--- src/rtl/multi_timer_pkg.sv ---
// Shared register-map and CTRL bit definitions for the multi_timer peripheral.
package multi_timer_pkg;
    localparam logic [1:0] REG_MAX    = 2'd0;
    localparam logic [1:0] REG_CTRL   = 2'd1;
    localparam logic [1:0] REG_COUNT  = 2'd2;
    localparam logic [1:0] REG_STATUS = 2'd3;

    localparam int CTRL_EN  = 0;
    localparam int CTRL_PER = 1;
    localparam int CTRL_IE  = 2;
    localparam int CTRL_W   = 3;
endpackage

--- src/rtl/timer_channel.sv ---
// One timer channel: MAX/CTRL registers, prescaler, counter and expiry flag.
// Flag lands MAX*PRESC cycles after a MAX/CTRL write; no backpressure. Optional ovf bit under MULTI_TIMER_OVF_EN.
module timer_channel
    import multi_timer_pkg::*;
#(
    parameter int WIDTH = 32,
    parameter int PRESC = 18
) (
    input  logic              clk,
    input  logic              reset,
    input  logic              wr_max,
    input  logic              wr_ctrl,
    input  logic [WIDTH-1:0]  wdata,
    input  logic              clr,
`ifdef MULTI_TIMER_OVF_EN
    input  logic              clr_ovf,
    output logic              ovf,
`endif
    output logic [WIDTH-1:0]  max_q,
    output logic [CTRL_W-1:0] ctrl,
    output logic [WIDTH-1:0]  count,
    output logic              flag
);
    localparam int PW = (PRESC > 1) ? $clog2(PRESC) : 1;

    logic [PW-1:0] p;
    logic          wr_any;
    logic          active;
    logic          tick;
    logic          expire;

    assign wr_any = wr_max | wr_ctrl;
    // MAX==0 is treated as idle, so MAX-1 below never wraps
    assign active = ctrl[CTRL_EN] && (max_q != '0);
    assign tick   = active && (p == PW'(PRESC - 1));
    assign expire = tick && (count == max_q - WIDTH'(1));

    always_ff @(posedge clk or posedge reset) begin
        if (reset) begin
            max_q <= '0;
            ctrl  <= '0;
            count <= '0;
            p     <= '0;
            flag  <= 1'b0;
        end else begin
            if (wr_max)
                max_q <= wdata;

            if (wr_ctrl)
                ctrl <= wdata[CTRL_W-1:0];
            else if (expire && !ctrl[CTRL_PER])
                ctrl[CTRL_EN] <= 1'b0;

            if (wr_any) begin
                p     <= '0;
                count <= '0;
            end else if (active) begin
                p <= tick ? '0 : p + PW'(1);
                if (tick)
                    count <= expire ? '0 : count + WIDTH'(1);
            end

            // Bus write beats expiry; expiry beats W1C
            if (wr_any)
                flag <= 1'b0;
            else if (expire)
                flag <= 1'b1;
            else if (clr)
                flag <= 1'b0;
        end
    end

`ifdef MULTI_TIMER_OVF_EN
    always_ff @(posedge clk or posedge reset) begin
        if (reset)
            ovf <= 1'b0;
        else if (wr_any)
            ovf <= 1'b0;
        else if (expire && flag)
            ovf <= 1'b1;
        else if (clr_ovf)
            ovf <= 1'b0;
    end
`endif
endmodule

--- src/rtl/multi_timer.sv ---
// N-channel interval timer: address decode, combinational rdata mux and irq OR over timer_channel instances.
// rdata is combinational from addr, irq is registered with flags; no backpressure. STATUS ovf bits under MULTI_TIMER_OVF_EN.
module multi_timer
    import multi_timer_pkg::*;
#(
    parameter  int NCH   = 4,
    parameter  int WIDTH = 32,
    parameter  int PRESC = 18,
    localparam int AW    = $clog2(NCH) + 2
) (
    input  logic             clk,
    input  logic             reset,
    input  logic             wr,
    input  logic             rd,
    input  logic [AW-1:0]    addr,
    input  logic [WIDTH-1:0] wdata,
    output logic [WIDTH-1:0] rdata,
    output logic [NCH-1:0]   flags,
    output logic             irq
);
    localparam int CW = (NCH > 1) ? $clog2(NCH) : 1;

    logic [1:0]        reg_sel;
    logic [CW-1:0]     ch_sel;
    logic [WIDTH-1:0]  max_q [NCH];
    logic [CTRL_W-1:0] ctrl  [NCH];
    logic [WIDTH-1:0]  count [NCH];
    logic [NCH-1:0]    ie;
    logic [WIDTH-1:0]  status_word;
    logic              unused_rd;

    // Reads are side-effect free; rd is kept only for bus compatibility
    assign unused_rd = rd;
    assign reg_sel   = addr[1:0];

    generate
        if (NCH > 1) begin : g_sel
            assign ch_sel = addr[AW-1:2];
        end else begin : g_sel1
            assign ch_sel = '0;
        end
    endgenerate

`ifdef MULTI_TIMER_OVF_EN
    logic [NCH-1:0] ovf;
    assign status_word = WIDTH'({ovf, flags});
`else
    assign status_word = WIDTH'(flags);
`endif

    for (genvar g = 0; g < NCH; g++) begin : g_ch
        timer_channel #(
            .WIDTH (WIDTH),
            .PRESC (PRESC)
        ) u_ch (
            .clk     (clk),
            .reset   (reset),
            .wr_max  (wr && reg_sel == REG_MAX  && ch_sel == CW'(g)),
            .wr_ctrl (wr && reg_sel == REG_CTRL && ch_sel == CW'(g)),
            .wdata   (wdata),
            .clr     (wr && reg_sel == REG_STATUS && wdata[g]),
`ifdef MULTI_TIMER_OVF_EN
            .clr_ovf (wr && reg_sel == REG_STATUS && wdata[NCH+g]),
            .ovf     (ovf[g]),
`endif
            .max_q   (max_q[g]),
            .ctrl    (ctrl[g]),
            .count   (count[g]),
            .flag    (flags[g])
        );
        assign ie[g] = ctrl[g][CTRL_IE];
    end

    assign irq = |(flags & ie);

    always_comb begin
        rdata = '0;
        if (reg_sel == REG_STATUS) begin
            rdata = status_word;
        end else begin
            for (int i = 0; i < NCH; i++) begin
                if (ch_sel == CW'(i)) begin
                    case (reg_sel)
                        REG_MAX:   rdata = max_q[i];
                        REG_CTRL:  rdata = WIDTH'(ctrl[i]);
                        REG_COUNT: rdata = count[i];
                        default:   rdata = '0;
                    endcase
                end
            end
        end
    end
endmodule

--- config.mk ---
export PLATFORM = sky130hd
export DESIGN_NAME = multi_timer
export DESIGN_NICKNAME = d
export VERILOG_FILES = /design/src/rtl/multi_timer_pkg.sv /design/src/rtl/timer_channel.sv /design/src/rtl/multi_timer.sv
export SDC_FILE = /design/constraint.sdc
export NUM_CORES = 1
export LEC_CHECK = 0
export CAP_MARGIN = 25
export CORE_ASPECT_RATIO = 1.4
export CORE_MARGIN = 5
export CORE_UTILIZATION = 25
export DETAILED_ROUTE_END_ITERATION = 8
export PLACE_DENSITY = 0.38
export SLEW_MARGIN = 0
export SYNTH_ARGS = -nofsm -noshare
export SYNTH_HDL_FRONTEND = slang
export SYNTH_HIERARCHICAL = 1
export SYNTH_SLANG_ARGS = --single-unit
--- constraint.sdc ---
create_clock -name clk -period 9.9 [get_ports clk]
set_input_delay 1.98 -clock clk [delete_from_list [all_inputs] [get_ports clk]]
set_output_delay 1.98 -clock clk [all_outputs]
set_load 0.02 [all_outputs]
Yosys cells after proc, flatten, opt, wreduce, memory -nomap -nowiden
Index checks and enable logic that the tools add are counted.
{"block": "classes", "n_addsub": 12, "eq_ne": 14, "n_mux": 57, "bitwise": 5, "n_reduce_logical": 62}
{"op": "$mux 32", "n": 21}
{"op": "$pmux 32 s3", "n": 4}
{"op": "$add 32x1->32 const B", "n": 4}
{"op": "$eq 32x32->1", "n": 4}
{"op": "$reduce_bool 32->1", "n": 4}
{"op": "$sub 32x1->32 const B", "n": 4}
{"op": "$mux 5", "n": 12}
{"op": "$logic_and 1x1->1", "n": 31}
{"op": "$reduce_bool 2->1", "n": 12}
{"op": "$add 5x1->5 const B", "n": 4}
{"op": "$eq 5x5->1 const B", "n": 4}
{"op": "$mux 1", "n": 20}
{"op": "$reduce_bool 3->1", "n": 4}
{"op": "$eq 2x2->1 const B", "n": 4}
{"op": "$reduce_and 2->1", "n": 4}
{"op": "$and 4x4->4", "n": 1}
{"op": "$eq 2x1->1 const B", "n": 2}
{"op": "$logic_not 1->1", "n": 4}
{"op": "$logic_not 2->1", "n": 2}
{"op": "$or 1x1->1", "n": 4}
{"op": "$reduce_or 4->1", "n": 1}
{"block": "word_totals", "ff_bits": 292, "inputBits": 40, "out_inout_bits": 37, "word_cells": 174}

Logic depth before layout (Yosys ltp)
{"block": "depth", "word_depth": 8, "ltp_mapped": 13, "mapped_depth_nobuf": 11}

By module
Netlist, hierarchy kept.
{"mod": "timer_channel (g_ch[2].u_ch ...)", "n_inst": 2, "cells_per_inst": 506, "area_each_um2": 4714.5, "seq_area_each_um2": 1826.8}
{"mod": "timer_channel (g_ch[0].u_ch ...)", "n_inst": 2, "cells_per_inst": 478, "area_each_um2": 4505.6, "seq_area_each_um2": 1826.8}
{"mod": "multi_timer", "n_inst": 1, "cells_per_inst": 246, "area_each_um2": 2406.1, "seq_area_each_um2": 0.0}

Worst setup path before layout
No wires, ideal clock.
{"block": "synth_path", "path_type": "input port to output port", "from": "in addr[1]", "to": "out rdata[0]", "arrival_ns": 3.117, "required_time_ns": 7.920, "slack_ns": 4.803, "path_stages": 6, "n_path_buf": 2, "cell_sequence": "buf_6 -> nor2b_1 -> buf_4 -> a22oi_1 -> a211o_1 -> a21oi_1"}
{"block": "synth_between", "elab_chain_cells": 7, "word_cells_on_any_way": 13, "cone_classes": "eq/ne (3); mux (9); reduce/logical (1)"}
{"item": "start: declaration", "line_no": "multi_timer.sv:15", "source": "input logic [AW-1:0] addr,"}
{"item": "$eq 2x2->1 (tied with other cells)", "line_no": "multi_timer.sv:83", "source": "case (reg_sel)"}
{"item": "$pmux 32 s3", "line_no": "multi_timer.sv:83"}
{"item": "$mux 32 (4 in a row)", "line_no": "multi_timer.sv:82", "source": "if (ch_sel == CW'(i)) begin"}
{"item": "$mux 32 *", "line_no": "multi_timer.sv:78", "source": "if (reg_sel == REG_STATUS) begin"}
{"item": "end: declaration", "line_no": "multi_timer.sv:17", "source": "output logic [WIDTH-1:0] rdata,"}
Every way passes the cells marked *; elsewhere a longest branch is shown, timed or not.

Worst setup path after layout
{"block": "layout_path", "from": "in addr[1]", "to": "out rdata[1]"}
Same word-level chain as after synthesis.

==> flow_summary.yaml <==
clock_network:
  post_cts_buffers: 0
  path_clk_slew_ns: 0.05
  clock_latency_ns: 0.58
  post_cts_resized: 0
  clock-root-buffer: "clkbuf_16"
  cts_made_buffers: 39
  cts_htree_levels: 2
  numClockSinks: 292
  clock_path_buffers: 3
  cts_tree: "built"
  hold_buffers: 0
layout:
  layout_commonest_cell: "dfrtp_1"
  drive_gt1_share_pct: 15.7
  final_cell_mix: "292 x dfrtp_1, 225 x nand2_1, 177 x nor2_1, 127 x mux2_2, 122 x xnor2_1"
  finalNetCount: 2296
  syn_to_final_growth_pct: 14.4
  fin_util_pct: 28.8
yosys:
  ys_seq_elements: 292
  async_flop_share_pct: 100
  syn_area_mm2: 0.0208
  ys.flop_type: "dfrtp_1"
  synth_seq_area_share_pct: 35.1
  synth-edff-count: 0
  syn-num-nets: 2274
  syn_avg_cell_area_um2: 9.42
  synth.distinct_cells: 91
  yosys_warnings: 6
  syn_inst: 2214
setup_path:
  crit_family: "buffers and inverters"
  path_class: "in -> out"
  startpoint_type: "input pin"
  r2r_slack_ns: 5.04
  rr_worst_depth: 11
  required_ns: 7.92
  arrival_ns: 4.85
  crit_fanout: 32
  r2r_end: "g_ch[2].u_ch/count[16]$_DFFE_PP0P_"
  r2r-start: "g_ch[2].u_ch/max_q[1]$_DFFE_PP0P_"
  cp-end-kind: "output port"
  path_buf_inv: 2
  crit_chain: "buf_4 > nor2b_1 > a22oi_1 > a211o_1 > a21oi_1 > clkdlybuf4s50_1"
  crit_path_max_incr_delay_ns: 0.71
  crit_path_top_delay_cell: "clkdlybuf4s50_1"
sta:
  worst_pin_slew_ns: 1.03
  fin_crit_ns: 6.83
  relSlewSlack_pct: 31.2
  timing.fmax_mhz: 146
  slew_viol_final: 0
  rsz0062_at_grt: "no"
  fin_skew_ns: 0.0179
  setup-violations-final: 0
  hold_viol_final: 0
  totalNegativeSetupSlack_ns: 0
  fin_crit_sh_pct: 69.0
  hold_ws_ns: 0.538
drt:
  ant_nets: 0
  routed_via_density: 5.41
  wl_um: 90000
  drt_iter0_drc: 1208
  first_pass_iters: 5
  drc: 0
  via_count: 18100
  post_drt_wl_per_cell_um: 26.9
global_routing:
  grt_max_degree: 59
  grt-ovfl-total: 0
  grt_first_pass_wirelength_um: 129000
  first_global_vias: 18200
  antenna_found_initial: 2
  gr-usage-all-layers_pct: 19.7
floorplanning:
  chipHeight_um: 352
  die-area_mm2: 0.0893
  start_util_pct: 25.1
  rows: 125
  core_area_mm2: 0.0829
  die_w_um: 254
  io_pins: 77
min_path:
  hold_start: "g_ch[3].u_ch/p[4]$_DFFE_PP0P_"
  min_to: "g_ch[3].u_ch/p[4]$_DFFE_PP0P_"
  worstHoldPathCells: 2
  hold_path.class: "reg -> reg"
status:
  status: "completed"
pwr:
  p_leak_nw: 8.98
  ir_worst_vdd_uv: 137
  power_per_cell_area_mw_per_mm2: 190
placed_design:
  portBuffers: 75
  finalWeightedCongestion: 0.984
  detailed_place_hpwl_um: 70800
flow_run:
  maxCapViolations: 0
## worst max-delay path by stage
stage,from,endpoint,slack [ns],cells after the start
finish,addr[1],rdata[1],3.07,6
global route,addr[1],rdata[1],2.87,6
CTS,addr[1],rdata[1],3.04,6
detailed placement,addr[1],rdata[1],3.04,6
global placement,addr[1],rdata[0],3.03,6
floorplan,addr[1],rdata[0],4.80,6
## report_power, final
group          switching (W)  total, W  internal (W)
clock network       0.000591   0.00151      0.000924
registers           0.000398   0.00177       0.00138
logic               0.000709   0.00125      0.000543
total                0.00170   0.00454       0.00284
## worst min-delay path, delay by kind of cell (launching register included)
| family | cells | cell delay, ns |
|---|---|---|
| simple gates | 1 | 0.08 |
| flops | 1 | 0.35 |
| xor+xnor | 1 | 0.07 |
## registers in the layout (all words and copies together) (netlist names)
name	count
g_ch.u_ch/max_q	128
g_ch.u_ch/flag	4
g_ch.u_ch/p	20
g_ch.u_ch/ctrl	12
g_ch.u_ch/count	128
## cells by family (layout without fill, tap and decap cells)
| kind of cell | after synthesis | count (layout) | share of synthesized area [%] |
|---|---|---|---|
| other | 0 | 1 | 0 |
| and+or+nand+nor | 948 | 948 | 24.2 |
| adders and majority gates | 20 | 20 | 1.20 |
| muxes | 197 | 197 | 13.7 |
| DFF | 292 | 292 | 35.1 |
| AOI/OAI and AO/OA | 346 | 346 | 11.7 |
| buffers and inverters | 179 | 228 | 4.39 |
| xor gates and xnor gates | 232 | 232 | 9.75 |
## Yosys cell counts, drive strengths merged (13+ instances only)
master,number,share of area (%)
and4,16,0.67
mux4,56,6.2
a22o,20,0.84
nand4,62,1.9
inv,55,0.99
nand2,229,4.2
nor4,60,2.0
xnor2,122,5.1
nor3,69,1.7
nand3,111,2.7
or3,25,0.75
or2,16,0.48
mux2i,13,0.62
o21ai,70,1.8
ha,20,1.2
dfrtp,292,35
nand2b,22,0.66
a21oi,80,2.0
and3,25,0.75
a21o,13,0.47
buf,58,2.2
nor2,183,3.3
mux2,128,6.9
o311ai,14,0.59
xor2,110,4.6
or4,44,1.8
clkbuf,66,1.2
nor2b,19,0.57
o31ai,25,0.90
and2,13,0.39
o22ai,16,0.48
## routing by layer
layer | track usage [%] | vias up | wire [um] | part of all wire, %
met5 | 0 | - | 0 | 0
met4 | 9.99 | 0 | 5450 | 6.1
met3 | 2.13 | 198 | 2880 | 3.2
met2 | 36.3 | 492 | 46900 | 52
met1 | 22.3 | 9191 | 34800 | 39
li1 | - | 8210 | - | -
## stage by stage
step | cell area, um^2 | power, W | setup WS (ns) | cells
after floorplan | 20800 | 0.00250 | 4.80 | 2214
after global placement | 22500 | 0.00303 | 3.03 | 3272
after detailed placement | 22500 | 0.00304 | 3.04 | 3274
after CTS | 23800 | 0.00460 | 3.04 | 3342
after global routing | 23800 | 0.00477 | 2.87 | 3342
final | 23800 | 0.00454 | 3.07 | 3343
## layout make-up
class / count / area, um^2
clock inverters: 14 / 224
inverters: 55 / 211
flip-flops and latches: 292 / 7310
well taps: 1079 / 1350
multi-input cells: 1743 / 12700
fillers: 8714 / 59100
clock buffers: 54 / 1090
diodes: 1 / 2.50
repair buffers: 105 / 971
Power figures use the tool's default switching activity.
